`config.mk`:
```
export PLATFORM = sky130hd
export DESIGN_NAME = mem_port_arb
export DESIGN_NICKNAME = d
export VERILOG_FILES = /design/src/rtl/mem_port_arb.sv
export SDC_FILE = /design/constraint.sdc
export NUM_CORES = 1
export LEC_CHECK = 0
export BUFFER_PORTS_ARGS = -buffer_cell sky130_fd_sc_hd__buf_2
export CAP_MARGIN = 20
export CORE_MARGIN = 4
export CORE_UTILIZATION = 34
export CTS_CLUSTER_SIZE = 16
export DETAILED_ROUTE_END_ITERATION = 12
export PLACE_DENSITY = 0.75
export SYNTH_ARGS = -nofsm -noshare
export SYNTH_HDL_FRONTEND = slang
export SYNTH_SLANG_ARGS = --single-unit
export TNS_END_PERCENT = 50
```
`constraint.sdc`:
```
create_clock -name iw_clk -period 1.5 [get_ports iw_clk]
set_clock_uncertainty 0.1 [all_clocks]
set_input_delay 0.3 -clock iw_clk [delete_from_list [all_inputs] [get_ports iw_clk]]
set_output_delay 0.3 -clock iw_clk [all_outputs]
set_load 0.01 [all_outputs]
```
`src/rtl/mem_port_arb.sv`:
```
// mem_port_arb
//   Round-robin arbiter that shares one port of a registered-read memory
//   among P_NREQ requesters. Each access runs ARB -> ISSUE -> RESP. Under
//   contention the next owner is captured in RESP, so the arbiter completes
//   one access every two cycles.
//
// Ports
//   iw_clk, iw_rst_n          clock; synchronous active-low reset
//   iw_req/iw_we              per-requester request and write flag
//   iw_addr/iw_wdata          packed per-requester address / write data
//   ow_gnt                    one-hot owner of the port (ISSUE and RESP)
//   ow_ack                    one-hot completion pulse (RESP)
//   ow_rdata                  read data alongside ow_ack, 0 for writes
//   ow_busy                   high whenever the arbiter is not in ARB
//   ow_mem_we/addr/wdata      memory port controls, non-zero only in ISSUE
//   iw_mem_rdata              memory read data, one cycle after the address

`ifndef SIZE_ADDR
`define SIZE_ADDR 8
`endif
`ifndef SIZE_DATA
`define SIZE_DATA 16
`endif

module mem_port_arb #(
  parameter int P_NREQ   = 2,
  parameter int P_ADDR_W = `SIZE_ADDR,
  parameter int P_DATA_W = `SIZE_DATA
) (
  input  logic                       iw_clk,
  input  logic                       iw_rst_n,
  input  logic [P_NREQ-1:0]          iw_req,
  input  logic [P_NREQ-1:0]          iw_we,
  input  logic [P_NREQ*P_ADDR_W-1:0] iw_addr,
  input  logic [P_NREQ*P_DATA_W-1:0] iw_wdata,
  output logic [P_NREQ-1:0]          ow_gnt,
  output logic [P_NREQ-1:0]          ow_ack,
  output logic [P_DATA_W-1:0]        ow_rdata,
  output logic                       ow_busy,
  output logic                       ow_mem_we,
  output logic [P_ADDR_W-1:0]        ow_mem_addr,
  output logic [P_DATA_W-1:0]        ow_mem_wdata,
  input  logic [P_DATA_W-1:0]        iw_mem_rdata
);

  localparam int IDX_W = (P_NREQ > 1) ? $clog2(P_NREQ) : 1;

  typedef enum logic [1:0] {
    ST_ARB   = 2'd0,
    ST_ISSUE = 2'd1,
    ST_RESP  = 2'd2
  } state_t;

  state_t                state_r;
  state_t                state_nxt_s;
  logic [IDX_W-1:0]      last_r;
  logic [IDX_W-1:0]      owner_r;
  logic                  cap_we_r;
  logic [IDX_W-1:0]      base_s;
  logic [P_NREQ-1:0]     elig_s;
  logic                  win_vld_s;
  logic [IDX_W-1:0]      win_idx_s;
  logic                  capture_s;
  logic [P_NREQ-1:0]     gnt_r;
  logic [P_NREQ-1:0]     ack_r;
  logic                  busy_r;
  logic                  mem_we_r;
  logic [P_ADDR_W-1:0]   mem_addr_r;
  logic [P_DATA_W-1:0]   mem_wdata_r;

  function automatic logic [P_NREQ-1:0] onehot(input logic [IDX_W-1:0] idx);
    onehot = P_NREQ'(1) << idx;
  endfunction

  // Round-robin search. In RESP the search starts after the current owner and
  // masks it out, because its request is still high during its own ack cycle.
  always_comb begin
    int                cand_i;
    logic [IDX_W-1:0]  cand_s;
    cand_i    = 0;
    cand_s    = '0;
    win_vld_s = 1'b0;
    win_idx_s = '0;
    if (state_r == ST_RESP) begin
      base_s = owner_r;
      elig_s = iw_req & ~onehot(owner_r);
    end else begin
      base_s = last_r;
      elig_s = iw_req;
    end
    for (int k = 1; k <= P_NREQ; k++) begin
      cand_i = (int'(base_s) + k) % P_NREQ;
      cand_s = IDX_W'(cand_i);
      if (!win_vld_s && elig_s[cand_s]) begin
        win_vld_s = 1'b1;
        win_idx_s = cand_s;
      end else begin
        win_vld_s = win_vld_s;
      end
    end
  end

  // Next-state logic; capture happens from ARB or directly from RESP.
  always_comb begin
    state_nxt_s = state_r;
    capture_s   = 1'b0;
    case (state_r)
      ST_ARB: begin
        if (win_vld_s) begin
          state_nxt_s = ST_ISSUE;
          capture_s   = 1'b1;
        end else begin
          state_nxt_s = ST_ARB;
        end
      end
      ST_ISSUE: begin
        state_nxt_s = ST_RESP;
      end
      ST_RESP: begin
        if (win_vld_s) begin
          state_nxt_s = ST_ISSUE;
          capture_s   = 1'b1;
        end else begin
          state_nxt_s = ST_ARB;
        end
      end
      default: begin
        state_nxt_s = ST_ARB;
      end
    endcase
  end

  // State register and round-robin pointer.
  always_ff @(posedge iw_clk) begin
    if (!iw_rst_n) begin
      state_r <= ST_ARB;
      last_r  <= IDX_W'(P_NREQ - 1);
    end else begin
      state_r <= state_nxt_s;
      if (state_r == ST_RESP) begin
        last_r <= owner_r;
      end
    end
  end

  // Capture of the winner's request; the memory controls are loaded at the
  // capture edge so they are valid for exactly the ISSUE cycle.
  always_ff @(posedge iw_clk) begin
    if (!iw_rst_n) begin
      owner_r     <= '0;
      cap_we_r    <= 1'b0;
      mem_we_r    <= 1'b0;
      mem_addr_r  <= '0;
      mem_wdata_r <= '0;
    end else if (capture_s) begin
      owner_r     <= win_idx_s;
      cap_we_r    <= iw_we[win_idx_s];
      mem_we_r    <= iw_we[win_idx_s];
      mem_addr_r  <= iw_addr[int'(win_idx_s)*P_ADDR_W +: P_ADDR_W];
      mem_wdata_r <= iw_wdata[int'(win_idx_s)*P_DATA_W +: P_DATA_W];
    end else begin
      mem_we_r    <= 1'b0;
      mem_addr_r  <= '0;
      mem_wdata_r <= '0;
    end
  end

  // Grant, acknowledge and busy flags.
  always_ff @(posedge iw_clk) begin
    if (!iw_rst_n) begin
      gnt_r  <= '0;
      ack_r  <= '0;
      busy_r <= 1'b0;
    end else begin
      busy_r <= (state_nxt_s != ST_ARB);
      if (capture_s) begin
        gnt_r <= onehot(win_idx_s);
      end else if (state_r == ST_RESP) begin
        gnt_r <= '0;
      end else begin
        gnt_r <= gnt_r;
      end
      if (state_r == ST_ISSUE) begin
        ack_r <= onehot(owner_r);
      end else begin
        ack_r <= '0;
      end
    end
  end

  assign ow_gnt       = gnt_r;
  assign ow_ack       = ack_r;
  assign ow_busy      = busy_r;
  assign ow_mem_we    = mem_we_r;
  assign ow_mem_addr  = mem_addr_r;
  assign ow_mem_wdata = mem_wdata_r;
  // The memory only returns data during RESP, so read data is passed through
  // gated by the (registered) ack rather than registered a second time.
  assign ow_rdata     = ((|ack_r) && !cap_we_r) ? iw_mem_rdata : '0;

endmodule

```
## Word-level counts from Yosys, hierarchy flattened

Cells that the tools add are included.

- Register bits: 35
- Input port bits: 70
- Word-level logic and storage cells: 53

- $add $sub $neg: 2
- Magnitude comparators: 3
- Equal/unequal tests: 2
- Shift-type cells: 4
- Muxes and demuxes: 19
- Bitwise operators: 2
- Reduce and logical (&&, ||, !) cells: 11

Operators by type and width:

| kind | count |
|---|---|
| $shiftx 32x6->16 | 1 |
| $mux 16 | 1 |
| $shiftx 16x5->8 | 1 |
| $mux 1 | 14 |
| $lt 1x2->1 const B | 3 |
| $mux 2 | 3 |
| $pmux 2 s2 | 1 |
| $reduce_and 2->1 | 2 |
| $reduce_bool 2->1 | 2 |
| $reduce_or 2->1 | 2 |
| $shl 1x1->2 const A | 2 |
| $add 1x1->1 const B | 2 |
| $and 2x2->2 | 1 |
| $eq 2x1->1 const B | 1 |
| $eq 2x2->1 const B | 1 |
| $logic_and 1x1->1 | 2 |
| $logic_not 1->1 | 2 |
| $logic_not 2->1 | 1 |
| $not 2->2 | 1 |

## Logic depth before layout (Yosys ltp)

Gate-level depths: netlist of the first run.

- Depth in word-level cells: 13
- Mapped depth: 6
- Mapped depth without buffers: 4

## Worst setup path after synthesis of the first run

No wires, ideal clock.

- Path type: reg2reg
- From: reg state_r[0]
- To: reg cap_we_r
- Arrival time: 1.399 ns
- Required time: 1.309 ns
- Slack: -0.090 ns
- Cell stages (with the launch flop): 6
- Buffers on the path: 1
- Period minus slack after synthesis: 1.590 ns
- Cells stage by stage: dfxtp_1 > nand2b_1 > a311o_1 > buf_4 > mux2i_1 > a311oi_1

- Word-level cells in the longest chain between the ends: 11
- Elaborated cells between the ends (all ways): 21
- Classes of those cells: add/sub (2); eq/ne (1); mux (14); reduce/logical (4)

Ends and longest elaborated chain:

| element | RTL line | source |
|---|---|---|
| from (decl) | 54 | `state_t state_r;` |
| from (signal assigned) | 139 | `state_r <= state_nxt_s;` |
| $eq 2x2->1 | 84, 107 |  |
| $mux 1 | n/a |  |
| $add 1x1->1 | 92 | `cand_i = (int'(base_s) + k) % P_NREQ;` |
| $mux 1 (not written as such) (2 in a row) | 94 | `if (!win_vld_s && elig_s[cand_s]) begin` |
| $mux 1 | 94 |  |
| $logic_not 1->1 | 94 |  |
| $logic_and 1x1->1 | 94 |  |
| $mux 1 | 94 |  |
| $mux 1, on equally long branches | 157, 109, 120 |  |
| $mux 1, on equally long branches | n/a |  |
| to (signal assigned) | 157 | `cap_we_r <= iw_we[win_idx_s];` |
| to (decl) | 58 | `logic cap_we_r;` |

Parallel ways exist; a longest one is shown, timed or not. The select of a mux whose other input is x is not followed.
A chain may end at the register's enable or synchronous reset.

## Final worst setup path of the first run

- From: reg state_r[1]
- To: reg cap_we_r

Same word-level chain as after synthesis.

==> results of run 1 <==
## placed cells by master (no fill, tap or decap), types with 3 or more instances in the layout
cell type and n:
inv_1 4, dfxtp_2 5, a21oi_1 28, dfxtp_1 30
nand2_1 51, buf_2 112, nor2_1 3, buf_4 3
buf_12 3, nor2_4 3, clkbuf_8 5, buf_6 3
clkinv_2 3, and2_4 3, and2_1 14
## logic make-up after synthesis
family | synth area share [%]
buf+inv | 4.29
flops | 51.1
compound gates | 16.2
simple gates | 27.6
mux | 0.730
## power groups by stage
| stage | registers [mW] | logic (mW) | clock network [mW] |
|---|---|---|---|
| 6_report | 1.02 | 0.429 | 0.632 |
| 2_1_floorplan | 1.06 | 0.173 | 0 |
| 3_5_place_dp | 1.04 | 0.417 | 0 |
| 4_1_cts | 1.02 | 0.425 | 0.666 |
| 3_3_place_gp | 1.03 | 0.410 | 0 |
| 5_1_grt | 1.03 | 0.476 | 0.708 |
## timing repair
item	4_1_cts	5_1_grt
pin swaps	20	4
endpoints found under the hold margin	0	0
hold buffers	0	0
resized for setup	7	10
buffers inserted	0	0
gates cloned	1	0
setup endpoints to repair	28	42
## state kept, by name (all words and copies together) (netlist names), 2 cells and up
name	cells
state_r	2
ow_mem_addr	8
ow_gnt	2
ow_mem_wdata	16
ow_ack	2
## how the worst min path moves through the flow
| stage | from | depth (start not counted) | to |
|---|---|---|---|
| after floorplan | iw_rst_n | 1 | last_r |
| after global placement | ow_gnt[0] | 2 | ow_gnt[0] |
| after detailed placement | ow_gnt[0] | 2 | ow_gnt[0] |
| after CTS | iw_rst_n | 2 | last_r |
| after global routing | iw_rst_n | 2 | last_r |
| final | iw_rst_n | 2 | last_r |
## area by class of cell
type	count	area share, %
clock inverters	3	0.681
repair buffers	121	30.7
well taps	48	2.72
inverters	4	0.681
clock buffers	5	3.12
flip-flops and latches	35	32.1
multi-input cells	121	30.0
## routing by layer
| layer | vias to the layer above | track usage (%) |
|---|---|---|
| met5 | - | 0 |
| met2 | 55 | 28.3 |
| met1 | 668 | 16.5 |
| li1 | 786 | - |
| met4 | 0 | 6.26 |
| met3 | 7 | 5.47 |
## worst reg2reg max path, cell delays in order, from the launching register on
cell      delay [ps]
dfxtp_2          350
and3b_2          240
a311o_1          360
mux2i_1          170
a311oi_1         220
## stage by stage
| step | setup WS [ps] | area, µm² | utilization (%) |
|---|---|---|---|
| floorplan | 21.2 | 1390 | - |
| global placement | -26.3 | 2060 | 54.5 |
| detailed placement | -83.6 | 2060 | 54.5 |
| CTS | -44.9 | 2170 | 57.5 |
| global route | -103 | 2200 | 58.5 |
| finish | -30.4 | 2200 | 58.5 |
==> results.txt, run 1 <==
Net switching is 26.8% of the power. Signal routing reaches up to met4. The number of different library cells used by synthesis comes to 21. The total number of vias came out at 1,516. The minimum hold slack is 135 ps.

Ranked by total cell area, the synthesized netlist is headed by dfxtp_1 51%, nand2_1 14%, a21oi_1 11%. For this run, asynchronously set or reset flops after synthesis account for 0%. In this run the worst setup path begins at state_r[1].

TritonCTS built the clock tree. The area growth from synthesis to layout came out at 60.8%. The number of pins with negative max-slew slack in the final report came out at 0. The endpoint type of the worst setup path is a flip-flop. The number of cells produced by synthesis came out at 167. The total length of routed wires came out at 4.08 mm. The hold violation count in the final report came out at 0. The critical path is of the flip-flop to flip-flop type.

In the detailed route, the total length drawn on met2 is 2.07 mm. Power spread over the standard cell area amounts to 945 nW/µm². The capture point of the worst reg-to-reg path is cap_we_r.

The required time of the critical path came out at 1580 ps. The number of buffers created by CTS came out at 5. The first-pass iteration count of the detailed router is 4. The clock sink count is 35.

The worst register-to-register path has a depth of 4. Summed over all nets, the half-perimeter wirelength after detailed placement is 3.12 mm. The total die area came out at 5110 µm². The tightest min-delay check is of the input pin to flip-flop type. The register area came out at 707 µm². The via count of the first global-routing pass was 1,458.

The internal power of the cells is 1.52 mW. The critical path's largest stage delay came out at 360 ps. The most frequently used cell type in the post-synthesis netlist is nand2_1. The met1 layer wirelength in the final routing is 1.56 mm. The fraction of synthesized cell area taken by the top area cell type came out at 51.1%. In the final timing run, aggregate negative setup slack is -110 ps. After detailed routing, the average wire length per cell comes to 12.1 µm.

The count of standard-cell rows is 22. Headroom to the max-slew limit came out at 80.7%. The worst-case IR drop observed on VDD is 666 µV. The clock share of power is 30.4%. The critical path startpoint category is a flip-flop.

Of all cell types, the one taking the most synthesized area is dfxtp_1. The initial antenna violation count is 0. The total number of cells along the worst setup path is 4. The count of input and output buffers is 115. The H-tree was split into 2 levels. The master cell of the clock root buffer is clkbuf_8. The DRC violation count after routing came out at 0. The clock slew seen by the registers of the worst setup and hold paths is 60 ps. Setup repair after global routing could not meet its margin everywhere. The synthesized design contains 35 register bits. Grouping stages by cell kind, the critical path spends the most delay in compound AO/OA/AOI/OAI gates.

The count of nets left with antenna violations once routing finished came out at 0. The critical register-to-register path startpoint is state_r[1]. The iteration-0 DRC count of the detailed router is 45. The starting density of the core came out at 36.4%.

The maximum root-to-sink buffer count is 2. On the critical path, the stage with the largest delay is an instance of a311o_1. For this design the top-level I/O count stands at 116. The area of combinational cells with multiple inputs came out at 662 µm². After layout, the worst path uses 102% of the clock period. For the pin with the worst max-slew slack, the measured transition is 290 ps. Counting instances in the post-synthesis netlist gives the leading cell types as 51 x nand2_1, 35 x dfxtp_1, 30 x a21oi_1. The critical path buffer and inverter count came out at 0. The routability congestion estimate came out at 0.737. The ratio of cells with drive above 1 in the final layout is 51.2%.

The register-to-register setup slack came out at -30 ps. Overall power consumption after layout is estimated at 2.08 mW. After the flow finishes, the layout carries non-filler instances totaling 337. The global-route wire length before repair is 6.40 mm. The end point of the critical path is cap_we_r.

The maximum number of pins on one net before global-route repair came out at 28. The routed design could run at a clock period as short as 1530 ps. The top achievable clock speed came out at 653 MHz.

The wire length on met3 is 372 µm. The least setup slack across all paths after layout came out at -30.4 ps. The share of the Yosys chip area taken by registers is 51.1%. The largest fanout on the critical path came out at 5. For this run, the number of Yosys warnings is 0.

The repair_antennas step left the layout with diodes totalling 0. The die width came out at 71.5 µm. The layout filler cell count came out at 344. Setup violations remaining at the end of the flow were counted as 13. The net count of the finished layout came out at 358. The final reports fail on negative setup slack. For the worst setup path, the data arrival time is 1620 ps. The signal on the critical path passes through and3b_2 > a311o_1 > mux2i_1 > a311oi_1. Counting tap cells, the placed design contains a total of 328 instances.

The fraction of power consumed by combinational cells came out at 20.6%. The count of max-cap constraint violations is 0. The most used flip-flop cell after synthesis is dfxtp_1. The remaining global-route overflow came out at 0. The flow ran to the end, but the final reports show violations. The static power due to leakage came out at 1.21 nW. The average instance area after synthesis came out at 8.21 µm². The fraction of power consumed by sequential logic came out at 49.0%. The analysis attributes to net switching a power of 558 µW. The later pin in the worst-skew pair is clocked with a latency of 280 ps. Using the TritonRoute via totals, the vias-per-cell ratio works out to 4.50. The mapped cell area is 1370 µm². The floorplan step defined a core boundary enclosing 3770 µm². The net count of the mapped netlist is 237. The total routing resource utilization after global routing came out at 15.7%.

The number of synthesized flops with an enable pin is 0. The die span in y came out at 71.5 µm.
(Power assumes the default switching activity.)
==> run 2: changes to the inputs <==
==> constraint.sdc (replaced) <==
create_clock -name iw_clk -period 1.5 [get_ports iw_clk]
set_clock_uncertainty 0.1 [all_clocks]
set_input_delay 0.225 -clock iw_clk [delete_from_list [all_inputs] [get_ports iw_clk]]
set_output_delay 0.225 -clock iw_clk [all_outputs]
set_load 0.01 [all_outputs]
==> results.txt, run 2 (synthesis gave the netlist of run 1 again) <==
The run finished, with violations left. The checks that failed: negative setup slack. The ratio of cells with drive above 1 in the final layout is 50.2% (-1.0 points). The type of the worst setup path is flip-flop to flip-flop. The count of standard-cell rows came out at 22 (unchanged).

In the layout the commonest cells are 113 x buf_2, 51 x nand2_1, 31 x dfxtp_1. The number of pins with negative max-slew slack in the final report is 0 (unchanged). The count of input and output buffers is 115 (unchanged). The placed standard-cell area is 2060 µm² (unchanged).

The number of vias per cell after detailed routing came to 4.47 (-0.59%). The number of buffers created by CTS is 5 (unchanged). The clock slew seen by the registers of the worst setup and hold paths came out at 70 ps (about the same).

The number of cells on the worst reg-to-reg path is 4 (unchanged). The most common cell after layout, fill and taps aside is buf_2. The via count of the first global-routing pass was 1,421 (-2.5%).

The mean routed wirelength per cell came to 11.8 µm (-2.2%). The first-pass iteration count of the detailed router came out at 4 (unchanged). The path class of the tightest hold or removal check is input pin to flip-flop.

The tree is rooted in a clkbuf_8. The met1 layer wirelength in the final routing came out at 1.52 mm (-2.1%). The register area is 706 µm² (-0.18%). The wire length on met3 is 367 µm (-1.3%). The least setup slack across all paths after layout came out at -13.6 ps (+16.9 ps). The starting density of the core is 36.4% (unchanged). The top achievable clock speed is 661 MHz (+1.1%). The DRC violation count after routing is 0 (unchanged). The global-route wire length before repair came to 6.16 mm (-3.8%).

The antenna cell count is 0 (unchanged). The worst register-to-register path ends at cap_we_r. The remaining global-route overflow came out at 0 (unchanged). The final critical path time including I/O delays and setup came out at 1510 ps (-16.9 ps). The number of nets still failing antenna checks after routing came out at 0 (unchanged). The maximum root-to-sink buffer count came out at 2 (unchanged). The count of max-cap constraint violations came out at 0 (unchanged). STA classifies the critical path startpoint as a flip-flop. The highest metal layer with signal wires is met4. The insertion delay of the later-clocked pin in the worst-skew pair came out at 270 ps (about the same). The area of combinational cells with multiple inputs came out at 657 µm² (-0.76%).

The number of setup violations in the final report is 1 (-12). In this run the worst setup path terminates at cap_we_r. The hold violation count in the final report is 0 (unchanged). The area growth from synthesis to layout came out at 61.0%. The static power due to leakage is 1.21 nW (+0.32%).

The sum of met2 wire segment lengths after detailed routing came out at 2.08 mm (+0.29%). The register-to-register setup slack came out at -10 ps (+20 ps). The total die area came out at 5110 µm² (unchanged). The largest fanout on the critical path came to 5 (unchanged). The most critical setup path has its startpoint at state_r[1]. The required time of the critical path is 1590 ps (about the same). The clock tree from TritonCTS is built.

The clock sink count came out at 35 (unchanged). The iteration-0 DRC count of the detailed router was 36 (-20%). The normalized max-slew margin is 80.9% (+0.25 points). The slew at the pin closest to its max-slew limit is 286 ps (-3.77 ps). The cell area power density came to 983 nW/µm² (+4.1%). The total number of vias came out at 1,507 (-0.59%). The power after layout is 2.17 mW (+4.2%).

The H-tree depth came to 2 (unchanged). The die span in y is 71.5 µm (unchanged). The total routing resource utilization after global routing is 15.0% (-0.66 points).

The number of buffers inserted for hold repair after clock tree synthesis was 0 (unchanged). The flip-flop count of the largest register after layout came to 16 (unchanged). The worst register-to-register path begins at state_r[1].

The die width came out at 71.5 µm (unchanged). The estimated wirelength of the detail-placed design came to 3.09 mm (-1.0%). Setup repair after global routing could not meet its margin everywhere. The worst setup path is captured at a flip-flop.

The share of the clock period used by the worst path came out at 101% (-1.1 points). The total length of routed wires is 3.99 mm (-2.2%). The net count of the finished layout is 358 (unchanged). The summed area of non-filler cells in the final layout is 2210 µm² (+0.17%).

The maximum resistive drop on vdd came out at 653 µV (-1.9%). The post-CTS setup-driven buffer insertion count came out at 0 (unchanged). The layout filler cell count is 362 (+5.2%). The I/O pin count is 116 (unchanged). The total negative setup slack came out at -13.6 ps (+96.9 ps). The maximum number of pins on one net before global-route repair came to 25 (-11%).

The routability congestion estimate is 0.765 (+3.8%). The initial antenna violation count came out at 0 (unchanged). The critical path arrival is 1600 ps (-20 ps). The placeable core area came out at 3770 µm² (unchanged).
run 2: repair_timing:
action                     in CTS  in global routing
setup endpoints to repair      20                 42
pin swaps                       1                 10
gates resized for setup         5                  8
cloned                          1                  0
run 2: layout make-up:
type                       instances  area share (%)
multi-input combinational        121            29.7
clock buffer                       8            4.53
timing repair buffer             121            30.4
sequential                        35            32.0
inverter                           4           0.680
tap                               48            2.72
run 2: worst min-delay path by stage:
stage	startpoint	end	slack (ps)	depth (start not counted)
2_1_floorplan	iw_rst_n	last_r	190	1
3_3_place_gp	iw_rst_n	last_r	340	2
3_5_place_dp	iw_rst_n	last_r	340	2
4_1_cts	iw_rst_n	last_r	50	2
5_1_grt	iw_rst_n	last_r	50	2
6_report	iw_rst_n	last_r	50	2
run 2: critical path, stage by stage, from the launching register on:
cell and delay [ps]:
dfxtp_2 350, and3b_2 250, a311o_1 360, mux2i_1 170
a311oi_1 200
run 2: metal layers:
metal | vias to the layer above | global-route usage, %
li1 | 788 | -
met4 | 0 | 5.01
met1 | 665 | 16.1
met2 | 52 | 26.9
met3 | 2 | 5.61
met5 | - | 0
run 2: stage by stage:
step / hold slack [ps] / setup WS, ps / util (%) / cells
after floorplan: 187 / 21.2 / - / 167
after global placement: 343 / 17.8 / 54.5 / 328
after detailed placement: 341 / -35.7 / 54.5 / 328
after CTS: 48.5 / -26.6 / 57.9 / 337
after global routing: 48.6 / -141 / 58.6 / 337
final: 55.0 / -13.6 / 58.6 / 337
run 2: report_power, final:
part,leakage [nW],total [mW],switching (mW),internal (mW)
clock,0.0515,0.727,0.309,0.419
sequential,0.289,1.02,0.0265,0.994
combinational,0.870,0.423,0.211,0.212
total,1.21,2.17,0.546,1.62
==> run 3: changes to the inputs <==
Settings changed: ABC_AREA set to 1, CORE_UTILIZATION 34 to 36.
==> results.txt, run 3 <==
The flow ran to the end, and the final reports show no timing, DRC or antenna violations. The maximum number of pins on one net before global-route repair is 23 (-8.0%). The number of cells on the worst reg-to-reg path is 7 (+3). The count of different cell masters after synthesis came out at 23 (+9.5%). The normalized max-slew margin came out at 86.0% (+5.1 points). The count of max-cap constraint violations came out at 0 (unchanged). Following the worst setup path forward leads to its endpoint at ow_rdata[12]. The post-synthesis sequential area ratio came to 43.1% (-8.0 points). The net count of the mapped netlist is 265 (+12%). The type of the worst min-delay path is input pin to flip-flop. The count of standard-cell rows came to 24 (+9.1%).

The total instance count after detailed placement is 359 (+9.5%). The library cells used most frequently in the layout, excluding fill and tap cells, are 115 x buf_2, 33 x dfxtp_1, 27 x nand3_1. The most used flip-flop cell after synthesis is dfxtp_1. The post-synthesis register bit count is 35 (unchanged). The remaining global-route overflow was 0 (unchanged).

The clock slew seen by the registers of the worst setup and hold paths is 60 ps (about the same). The hold violation count in the final report came out at 0 (unchanged). The critical path arrival was 1130 ps (-470 ps). The least setup slack across all paths after layout came out at 46.9 ps (+60.4 ps). The static power due to leakage was 1.32 nW (+9.0%). The mapped cell area was 1630 µm² (+19%). The register-to-register setup slack came out at 100 ps (+110 ps).

The number of cells produced by synthesis was 195 (+17%). The area growth from synthesis to layout came out at 47.8%. The most common cell after layout, fill and taps aside is buf_2. The worst setup path is captured at an output pin.

The worst slack after detailed placement is -185 ps (-149 ps). The number of synthesized flops with an enable pin is 0 (unchanged). The worst setup path is launched from a flip-flop. The insertion delay of the later-clocked pin in the worst-skew pair came out at 280 ps (about the same). The mean routed wirelength per cell came out at 11.6 µm (-2.2%). The ratio of cells with drive above 1 in the final layout is 57.3% (+7.1 points). The endpoint identified for the worst register-to-register timing path is ow_mem_wdata[2]. The share of flip-flops with an asynchronous set or reset is 0% (unchanged).

The number of standard cells in the layout, taps in and fillers out is 368 (+9.2%). The layout filler cell count is 404 (+12%). The flip-flop count of the largest register after layout is 16 (unchanged). The I/O pin count came out at 116 (unchanged).

The total routing resource utilization after global routing is 13.3% (-1.7 points). The average instance area after synthesis was 8.33 µm² (+1.5%). The first-pass iteration count of the detailed router came to 4 (unchanged). The critical path is of the flip-flop to output pin type. The cell area power density is 935 nW/µm² (-4.9%).

The DRC violation count after routing came out at 0 (unchanged). The number of vias per cell after detailed routing is 4.52 (+1.2%). The maximum resistive drop on vdd came out at 432 µV (-34%). The antenna cell count came to 0 (unchanged). The number of warnings printed during yosys synthesis was 0 (unchanged).

By count the netlist is led by 35 x dfxtp_1, 27 x nand3_1, 24 x nand2_1. The final critical path time including I/O delays and setup is 1450 ps (-60.4 ps). The total number of vias came out at 1,665 (+10%). The total negative setup slack came out at 0 ps (+13.6 ps). The routability congestion estimate came out at 0.792 (+3.5%). The net count of the finished layout came out at 386 (+7.8%). The area of combinational cells with multiple inputs was 746 µm² (+14%). The worst register-to-register path begins at state_r[0].

The slew at the pin closest to its max-slew limit is 208 ps (-77.9 ps). The number of pins with negative max-slew slack in the final report came out at 0 (unchanged). The power after layout was 2.25 mW (+3.5%). The largest fanout on the critical path is 8 (+3). The placeable core area came out at 4350 µm² (+15%). The clock tree from TritonCTS is built. The H-tree depth is 2 (unchanged). The starting density of the core is 37.3% (+0.96 points). The initial antenna violation count is 0 (unchanged).

The share of the clock period used by the worst path is 96.9% (-4.0 points). The total die area came out at 5650 µm² (+11%). The maximum root-to-sink buffer count is 2 (unchanged). The number of setup violations in the final report came out at 0 (-1). The master cell of the clock root buffer is clkbuf_8. The fraction of synthesized cell area taken by the top area cell type came to 43.1% (-8.0 points). The register area is 703 µm² (-0.35%).

The start point of the critical path is cap_we_r. The die width came out at 75.2 µm (+5.1%). The clock sink count is 35 (unchanged). After synthesis, the cell types taking the most area are dfxtp_1 43%, a21oi_2 11%, nand3_1 8.3%. The required time of the critical path is 1170 ps (-420 ps). The most frequently used cell type in the post-synthesis netlist is dfxtp_1.

The largest total area in the synthesized netlist belongs to dfxtp_1. The number of nets still failing antenna checks after routing is 0 (unchanged). The estimated wirelength of the detail-placed design came to 3.44 mm (+11%).

The die span in y is 75.2 µm (+5.1%). The iteration-0 DRC count of the detailed router is 49 (+36%). The count of input and output buffers is 115 (unchanged).

The global-route wire length before repair came out at 5.78 mm (-6.3%). Setup repair after global routing could not meet its margin everywhere. The via count of the first global-routing pass is 1,388 (-2.3%). The top achievable clock speed was 688 MHz (+4.2%). The number of buffers created by CTS was 5 (unchanged).

The total length of routed wires is 4.26 mm (+6.8%).
[run 3: per-stage QoR]
step	util (%)	hold slack (ps)	instance area, µm²
3_3_place_gp	52.0	361	2260
4_1_cts	54.6	74.3	2380
3_5_place_dp	52.0	373	2260
2_1_floorplan	-	209	1630
5_1_grt	55.2	74.3	2400
6_report	55.2	88.1	2400
[run 3: cell families after synthesis]
family	synth area share (%)
AND/OR/NAND/NOR	30.7
flip-flops	43.1
AO/OA/AOI/OAI	14.0
buffers and inverters	12.2
[run 3: worst min-delay path by stage]
stage	from	cells after the start	slack [ps]	endpoint
after floorplan	iw_rst_n	1	210	last_r
after global placement	owner_r	1	360	ow_ack[0]
after detailed placement	owner_r	1	370	ow_ack[0]
after CTS	iw_addr[13]	3	70	ow_mem_addr[5]
after global routing	iw_addr[9]	3	70	ow_mem_addr[1]
final	iw_addr[9]	3	90	ow_mem_addr[1]
[run 3: power by group]
part	internal, mW	total [mW]	switching (mW)
clock network	0.360	0.663	0.303
registers	1.00	1.03	0.0287
logic	0.255	0.556	0.301
total	1.61	2.25	0.633
[run 3: metal layers]
metal	global-route usage [%]	part of all wire (%)	up-vias
met2	25.2	50	78
met1	13.9	38	724
met5	0	0	-
li1	-	-	858
met4	5.63	1.2	0
met3	2.80	12	5
[run 3: timing repair]
item | CTS | global route
hold buffers | 0 | 0
cloned | 0 | 0
gates resized for setup | 2 | 9
setup buffers | 2 | 0
endpoints found under the setup margin | 16 | 42
pin swaps | 1 | 0
[run 3: cell type report]
class / count / area share [%]
multi-input combinational: 125 / 31.0
clock inverter: 1 / 0.208
inverter: 26 / 4.17
tap: 52 / 2.71
clock buffer: 6 / 3.44
timing repair buffer: 123 / 29.2
sequential: 35 / 29.3
[run 3: worst max-delay path, cell delays in order, from the launching register on]
cell,delay [ps]
dfxtp_2,330
o21bai_4,170
buf_6,130
nor2_1,90
buf_2,140
